`src/rtl/i2c_ov7670_cfg_sequencer_if.sv`:
```
// Request/response handshake between the OV7670 config sequencer and the SCCB/I2C byte engine.
// The sequencer holds req with stable addr/wdata/rw until the engine pulses done.
interface i2c_ov7670_cfg_sequencer_if;
  logic       req;
  logic       rw;
  logic [7:0] addr;
  logic [7:0] wdata;
  logic       done;
  logic       nack;
  logic [7:0] rdata;

  modport master (
    output req, rw, addr, wdata,
    input  done, nack, rdata
  );

  modport slave (
    input  req, rw, addr, wdata,
    output done, nack, rdata
  );
endinterface

```
`src/rtl/i2c_ov7670_cfg_sequencer.sv`:
```
// Walks the OV7670 config LUT, issuing one I2C transaction per entry: leading ID reads, then writes.
// Handles NACK retries, the post-soft-reset settle delay and the power-up delay; flags done/error.
module i2c_ov7670_cfg_sequencer #(
  parameter int LUT_SIZE  = 167,
  parameter int READ_NUM  = 2,
  parameter int PWR_DLY   = 100000,
  parameter int SWRST_DLY = 50000,
  parameter int MAX_RETRY = 3,
  parameter int DLY_W     = 20
) (
  input  logic                               clk,
  input  logic                               rst,
  input  logic                               cfg_restart,
  output logic [7:0]                         lut_index,
  input  logic [15:0]                        lut_data,
  i2c_ov7670_cfg_sequencer_if.master         i2c,
  output logic                               id_ok,
  output logic                               cfg_done,
  output logic                               cfg_err,
  output logic [7:0]                         err_index
);

  localparam int RETRY_W = (MAX_RETRY > 0) ? $clog2(MAX_RETRY + 1) : 1;

  localparam logic [DLY_W-1:0]   PWR_LAST   = DLY_W'(PWR_DLY - 1);
  localparam logic [DLY_W-1:0]   SWRST_LAST = DLY_W'(SWRST_DLY - 1);
  localparam logic [7:0]         LAST_IDX   = 8'(LUT_SIZE - 1);
  localparam logic [7:0]         READ_END   = 8'(READ_NUM);
  localparam logic [RETRY_W-1:0] RETRY_MAX  = RETRY_W'(MAX_RETRY);
  localparam logic [7:0]         COM7_ADDR  = 8'h12;

  typedef enum logic [2:0] {
    PWR_WAIT,
    FETCH,
    ISSUE,
    WAIT,
    SWRST,
    NEXT,
    DONE,
    ERR
  } state_t;

  state_t             state;
  logic [DLY_W-1:0]   dly_cnt;
  logic [RETRY_W-1:0] retry;

  // NOTE: all state updates use <= so every branch reads the pre-edge values.
  always_ff @(posedge clk or posedge rst) begin
    if (rst) begin
      // An asynchronous reset drops req immediately, even mid-transaction.
      state     <= PWR_WAIT;
      dly_cnt   <= '0;
      retry     <= '0;
      lut_index <= '0;
      i2c.req   <= 1'b0;
      i2c.rw    <= 1'b0;
      i2c.addr  <= '0;
      i2c.wdata <= '0;
      id_ok     <= 1'b1;
      cfg_done  <= 1'b0;
      cfg_err   <= 1'b0;
      err_index <= '0;
    end else begin
      case (state)
        PWR_WAIT: begin
          if (dly_cnt == PWR_LAST) state <= FETCH;
          else                     dly_cnt <= dly_cnt + 1'b1;
        end

        FETCH: state <= ISSUE;

        ISSUE: begin
          i2c.addr  <= lut_data[15:8];
          i2c.wdata <= lut_data[7:0];
          i2c.rw    <= (lut_index < READ_END);
          i2c.req   <= 1'b1;
          state     <= WAIT;
        end

        WAIT: begin
          if (i2c.done && i2c.req) begin
            i2c.req <= 1'b0;
            if (i2c.nack) begin
              if (retry == RETRY_MAX) begin
                state     <= ERR;
                cfg_err   <= 1'b1;
                err_index <= lut_index;
              end else begin
                retry <= retry + 1'b1;
                state <= FETCH;
              end
            end else begin
              retry <= '0;
              if (i2c.rw) begin
                // An ID mismatch is reported but does not stop the sequence.
                if (i2c.rdata != lut_data[7:0]) id_ok <= 1'b0;
                state <= NEXT;
              end else if (i2c.addr == COM7_ADDR && i2c.wdata[7]) begin
                dly_cnt <= '0;
                state   <= SWRST;
              end else begin
                state <= NEXT;
              end
            end
          end
        end

        SWRST: begin
          if (dly_cnt == SWRST_LAST) state <= NEXT;
          else                       dly_cnt <= dly_cnt + 1'b1;
        end

        NEXT: begin
          if (lut_index == LAST_IDX) begin
            cfg_done <= 1'b1;
            state    <= DONE;
          end else begin
            lut_index <= lut_index + 1'b1;
            state     <= FETCH;
          end
        end

        DONE, ERR: begin
          if (cfg_restart) begin
            cfg_done  <= 1'b0;
            cfg_err   <= 1'b0;
            err_index <= '0;
            lut_index <= '0;
            retry     <= '0;
            id_ok     <= 1'b1;
            dly_cnt   <= '0;
            state     <= PWR_WAIT;
          end
        end

        default: state <= PWR_WAIT;
      endcase
    end
  end

endmodule

```
`src/flat_wrapper.sv`:
```
// flat-port wrapper written by rule: the top's interface ports become plain ports
module i2c_ov7670_cfg_sequencer_flat 
#(
  parameter int LUT_SIZE  = 167,
  parameter int READ_NUM  = 2,
  parameter int PWR_DLY   = 100000,
  parameter int SWRST_DLY = 50000,
  parameter int MAX_RETRY = 3,
  parameter int DLY_W     = 20
)
  (clk, rst, cfg_restart, lut_index, lut_data, id_ok, cfg_done, cfg_err, err_index, i2c_req, i2c_rw, i2c_addr, i2c_wdata, i2c_done, i2c_nack, i2c_rdata);
  i2c_ov7670_cfg_sequencer_if i2c_i ();
  input  logic clk;
  input  logic rst;
  input  logic cfg_restart;
  output logic [7:0] lut_index;
  input  logic [15:0] lut_data;
  output logic id_ok;
  output logic cfg_done;
  output logic cfg_err;
  output logic [7:0] err_index;
  output wire logic [$bits(i2c_i.req)-1:0] i2c_req;
  output wire logic [$bits(i2c_i.rw)-1:0] i2c_rw;
  output wire logic [$bits(i2c_i.addr)-1:0] i2c_addr;
  output wire logic [$bits(i2c_i.wdata)-1:0] i2c_wdata;
  input wire logic [$bits(i2c_i.done)-1:0] i2c_done;
  input wire logic [$bits(i2c_i.nack)-1:0] i2c_nack;
  input wire logic [$bits(i2c_i.rdata)-1:0] i2c_rdata;
  assign i2c_req = i2c_i.req;
  assign i2c_rw = i2c_i.rw;
  assign i2c_addr = i2c_i.addr;
  assign i2c_wdata = i2c_i.wdata;
  assign i2c_i.done = i2c_done;
  assign i2c_i.nack = i2c_nack;
  assign i2c_i.rdata = i2c_rdata;
  i2c_ov7670_cfg_sequencer #(.LUT_SIZE(LUT_SIZE), .READ_NUM(READ_NUM), .PWR_DLY(PWR_DLY), .SWRST_DLY(SWRST_DLY), .MAX_RETRY(MAX_RETRY), .DLY_W(DLY_W)) u_core (.clk(clk), .rst(rst), .cfg_restart(cfg_restart), .lut_index(lut_index), .lut_data(lut_data), .i2c(i2c_i), .id_ok(id_ok), .cfg_done(cfg_done), .cfg_err(cfg_err), .err_index(err_index));
endmodule
```
`config.mk`:
```
export PLATFORM = sky130hd
export DESIGN_NAME = i2c_ov7670_cfg_sequencer_flat
export DESIGN_NICKNAME = d
export VERILOG_FILES = /design/src/rtl/i2c_ov7670_cfg_sequencer_if.sv /design/src/rtl/i2c_ov7670_cfg_sequencer.sv /design/src/flat_wrapper.sv
export SDC_FILE = /design/constraint.sdc
export NUM_CORES = 1
export LEC_CHECK = 0
export ABC_AREA = 1
export CORE_MARGIN = 1
export CORE_UTILIZATION = 45
export DETAILED_ROUTE_END_ITERATION = 12
export PLACE_DENSITY = 0.81
export SETUP_SLACK_MARGIN = 0.15
export SYNTH_ARGS = -nofsm -noshare
export SYNTH_HDL_FRONTEND = slang
export SYNTH_SLANG_ARGS = --single-unit
```
`constraint.sdc`:
```
create_clock -name clk -period 5.6 [get_ports clk]
set_clock_uncertainty 0.15 [all_clocks]
set_input_delay 0.84 -clock clk [delete_from_list [all_inputs] [get_ports clk]]
set_output_delay 0.84 -clock clk [all_outputs]
set_load 0.1 [all_outputs]
```
==> summary.md <==
| Metric | Value |
|---|---|
| Outcome | finished clean |
| Pins over their slew limit | 0 |
| Total design power | 2.974 mW |
| Post-CTS sizing | 0 |
| Area growth from synthesis to final layout | 25.48% |
| Cell type of the slowest stage on the worst timing path | clkdlybuf4s50_1 |
| Rel. slew slack | 0.3341 |
| Clock Latency Late Sink | 0.34 ns |
| Final setup vio count | 0 |
| CP cell instances | clkdlybuf4s50_1 |
| Drt first-iter violations | 194 |
| Arrival time of data at the critical path endpoint | 2.01 ns |
| Horizontal extent of the die | 92.29 µm |
| Initial cell density of the core | 0.4699 |
| Wire length of the first global-routing pass | 14410 µm |
| Area of the core | 7807 µm² |
| Highest fanout seen on the critical path | 2 |
| Max-Cap Viols | 0 |
| Shortest clock period the worst path allows after layout | 3.000 ns |
| Pwr Density | 646.0 nW/µm² |
| Final period utilization | 0.5358 |
| Number of stages on the worst hold path | 2 |
| Antenna violations before repair | 0 |
| Worst Setup EP | id_ok |
| First-pass iteration count of the detailed router | 4 |
| Data required time at the worst endpoint | between 4 and 5 ns |
| Vias after detailed routing | 3312 |
| Post-synth EDFFs | 0 |
| Residual antenna-violating net count after detailed routing | 0 |
| Clock tree from TritonCTS | done |
| Final Hold Fails | 0 |
| Largest area contributor in the synthesized netlist | dfrtp_1 |
| GRT Overall Usage | 0.2106 |
| Commonest cells after routing, fill and taps aside | 125 x nand2_1, 65 x clkdlybuf4s50_1, 61 x dfrtp_1, 51 x nor2_1, 37 x nand3_1 |
| Number of buffer and inverter instances along the worst setup path | 1 |
| Clock slew at the register clock pins of the worst setup and hold paths | 0.07 ns |
| Largest net degree at the start of global routing | 63 |
| Leak | slightly above 2 nW |
| Syn Nets | 498 |
| Worst R2R Setup Slack | 3.28 ns |
| Hold bufs inserted after CTS | 0 |
| Total DRC errors in the routed layout | 0 |
| Cell at the root of the clock tree | clkbuf_8 |
| First element of the critical path | u_core.id_ok |
| Placed wire-length estimate | approximately 6100 µm |
| Average vias per placed instance | 5.167 |
| Synth async-reset ratio | 1.000 |
| Synth top area share | 0.4161 |
| Post-CTS setup buffer count | 0 |
| Proportion of layout cells with a drive suffix above 1 | 0.1688 |
| Tightest Hold Check Type | flip-flop to flip-flop |
| Chip height | 92.29 µm |
| Slew at the pin closest to its max-slew limit | between 0.9 and 1 ns |
| Bufs on Longest Clock Path | 2 |
| Die ar. | 8517 µm² |
| Number of ports placed on the die boundary | 66 |
| Accumulated negative setup slack | 0 ns |
| Predominant post-synthesis flop cell | dfrtp_1 |
| Distinct cells, synth | 40 |
| Routed WL | 8436 µm |
| Count of synthesis-stage warnings from yosys | 0 |
| Average footprint of a synthesized cell | 7.889 µm² |
| Wire length per cell | 13.16 µm |
| Top achievable clock speed | 0.3333 GHz |
| Number of antenna diodes | 0 |
| Worst reg2reg startpoint | u_core.dly_cnt[0] |
| Placer Congestion | 0.8992 |
| Layout net count | 568 |
| Register area share after synthesis | 0.4233 |
| Post-synthesis register bit count | 62 |
| Crit end category | output pin |
| Gate Count Post-Synth | 465 |
| Family of cells with the greatest summed delay on the critical path | buffers and inverters |
| Clock buffer count from CTS | 9 |
| Cell area after layout | 4603 µm² |
| Number of levels in the clock H-tree | 3 |
| Crit path depth | 1 |
| Critical path launch point type | flip-flop |
| Cell Rows | 32 |
| Category of the most critical setup path | flip-flop to output pin |
| Reg-to-reg endpoint | u_core.dly_cnt[16] |
| Post-synth design cell area | around 3700 µm² |
| Leading cell types by total area after synthesis | dfrtp_1 42%, nand2_1 13%, nor2_1 5.2% |
| Clock net sink count | 62 |
| # port buffers | 65 |
| Vias in the first global route | 3172 |
| Unrepaired setup endpoints after global routing | false |
| Final global-route overflow total | 0 |
| Worst r2r path cells | 9 |
| VDD IR-drop max | 594.6 µV |
| Most frequent standard cell in the layout excluding fill and tap cells | nand2_1 |
| Critical Path Max Stage Delay | 1.14 ns |
| Post-DP Area | 4395 µm² |
[logic make-up after synthesis]
group	count (synthesis)	share of synthesized area
DFF	62	0.4233
buffers and inverters	54	0.06480
xor gates and xnor gates	14	0.03342
AOI/OAI and AO/OA	57	0.1044
and+or+nand+nor	265	0.3329
muxes	9	0.02763
adders and majority gates	4	0.01364
[worst min path at each step]
stage                          startpoint         endpoint  slack [ns]
after CTS                    u_core.id_ok     u_core.id_ok        0.32
after global routing         u_core.id_ok     u_core.id_ok        0.34
final                        u_core.id_ok     u_core.id_ok        0.32
after global placement       u_core.id_ok     u_core.id_ok        0.30
after floorplan           u_core.retry[1]  u_core.retry[1]        0.31
after detailed placement     u_core.id_ok     u_core.id_ok        0.30
[where the power goes]
group	internal (mW)	switching, mW
combinational	0.427	1.39
sequential	0.602	0.139
clock	0.239	0.175
total	1.27	1.71
[layout make-up]
cell class | instances | area (µm²)
Inverter | 47 | 178.9
Clock buffer | 12 | 165.2
Fill cell | 698 | 3204
Clock inverter | 3 | 42.54
Tap cell | 102 | 127.6
Multi-Input combinational cell | 349 | 1878
Sequential cell | 62 | 1553
Timing Repair Buffer | 66 | 658.1
[per-layer routing]
metal / routed length, µm / vias to the layer above / GRT usage / part of all wire
met4: 112 / 0 / 0.06510 / 0.013
met5: 0 / - / 0 / 0
met1: 3740 / 1542 / 0.2651 / 0.44
li1: - / 1650 / - / -
met3: 594 / 12 / 0.06568 / 0.070
met2: 3988 / 108 / 0.3464 / 0.47
[synthesized netlist by cell type (2+ instances only)]
library cell / count
nand2_1: 125
dfrtp_1: 61
nor2_1: 51
inv_1: 37
nand3_1: 37
nand2_2: 19
o21ai_2: 19
o21ai_0: 18
a21oi_1: 10
mux2_2: 9
nand4_1: 9
xnor2_1: 9
inv_2: 8
or2_2: 6
xor2_1: 5
ha_1: 4
nor3_1: 4
o31ai_1: 4
nand3_2: 3
and2_1: 2
buf_2: 2
buf_6: 2
nand2_4: 2
nor2_2: 2
o211ai_1: 2
[flip-flops by register name, indices dropped and copies added, names as in the netlist]
name and count:
u_core.retry 2, u_core.cfg_done 1, u_core.err_index 8, u_core.i2c.wdata 8
u_core.id_ok 1, u_core.dly_cnt 20, u_core.i2c.req 1, u_core.state 3
u_core.cfg_err 1, u_core.i2c.addr 8, u_core.lut_index 8, u_core.i2c.rw 1
[per-stage QoR]
stage | worst slack [ns] | utilization | std cells | hold WS, ns
global route | 2.553 | 0.5896 | 641 | 0.3389
floorplan | 3.070 | - | 465 | 0.3070
detailed placement | 2.824 | 0.5630 | 626 | 0.3044
global placement | 2.848 | 0.5630 | 626 | 0.3038
finish | 2.600 | 0.5896 | 641 | 0.3152
CTS | 2.589 | 0.5896 | 641 | 0.3160
No activity file was read; power rests on OpenSTA's default activity.
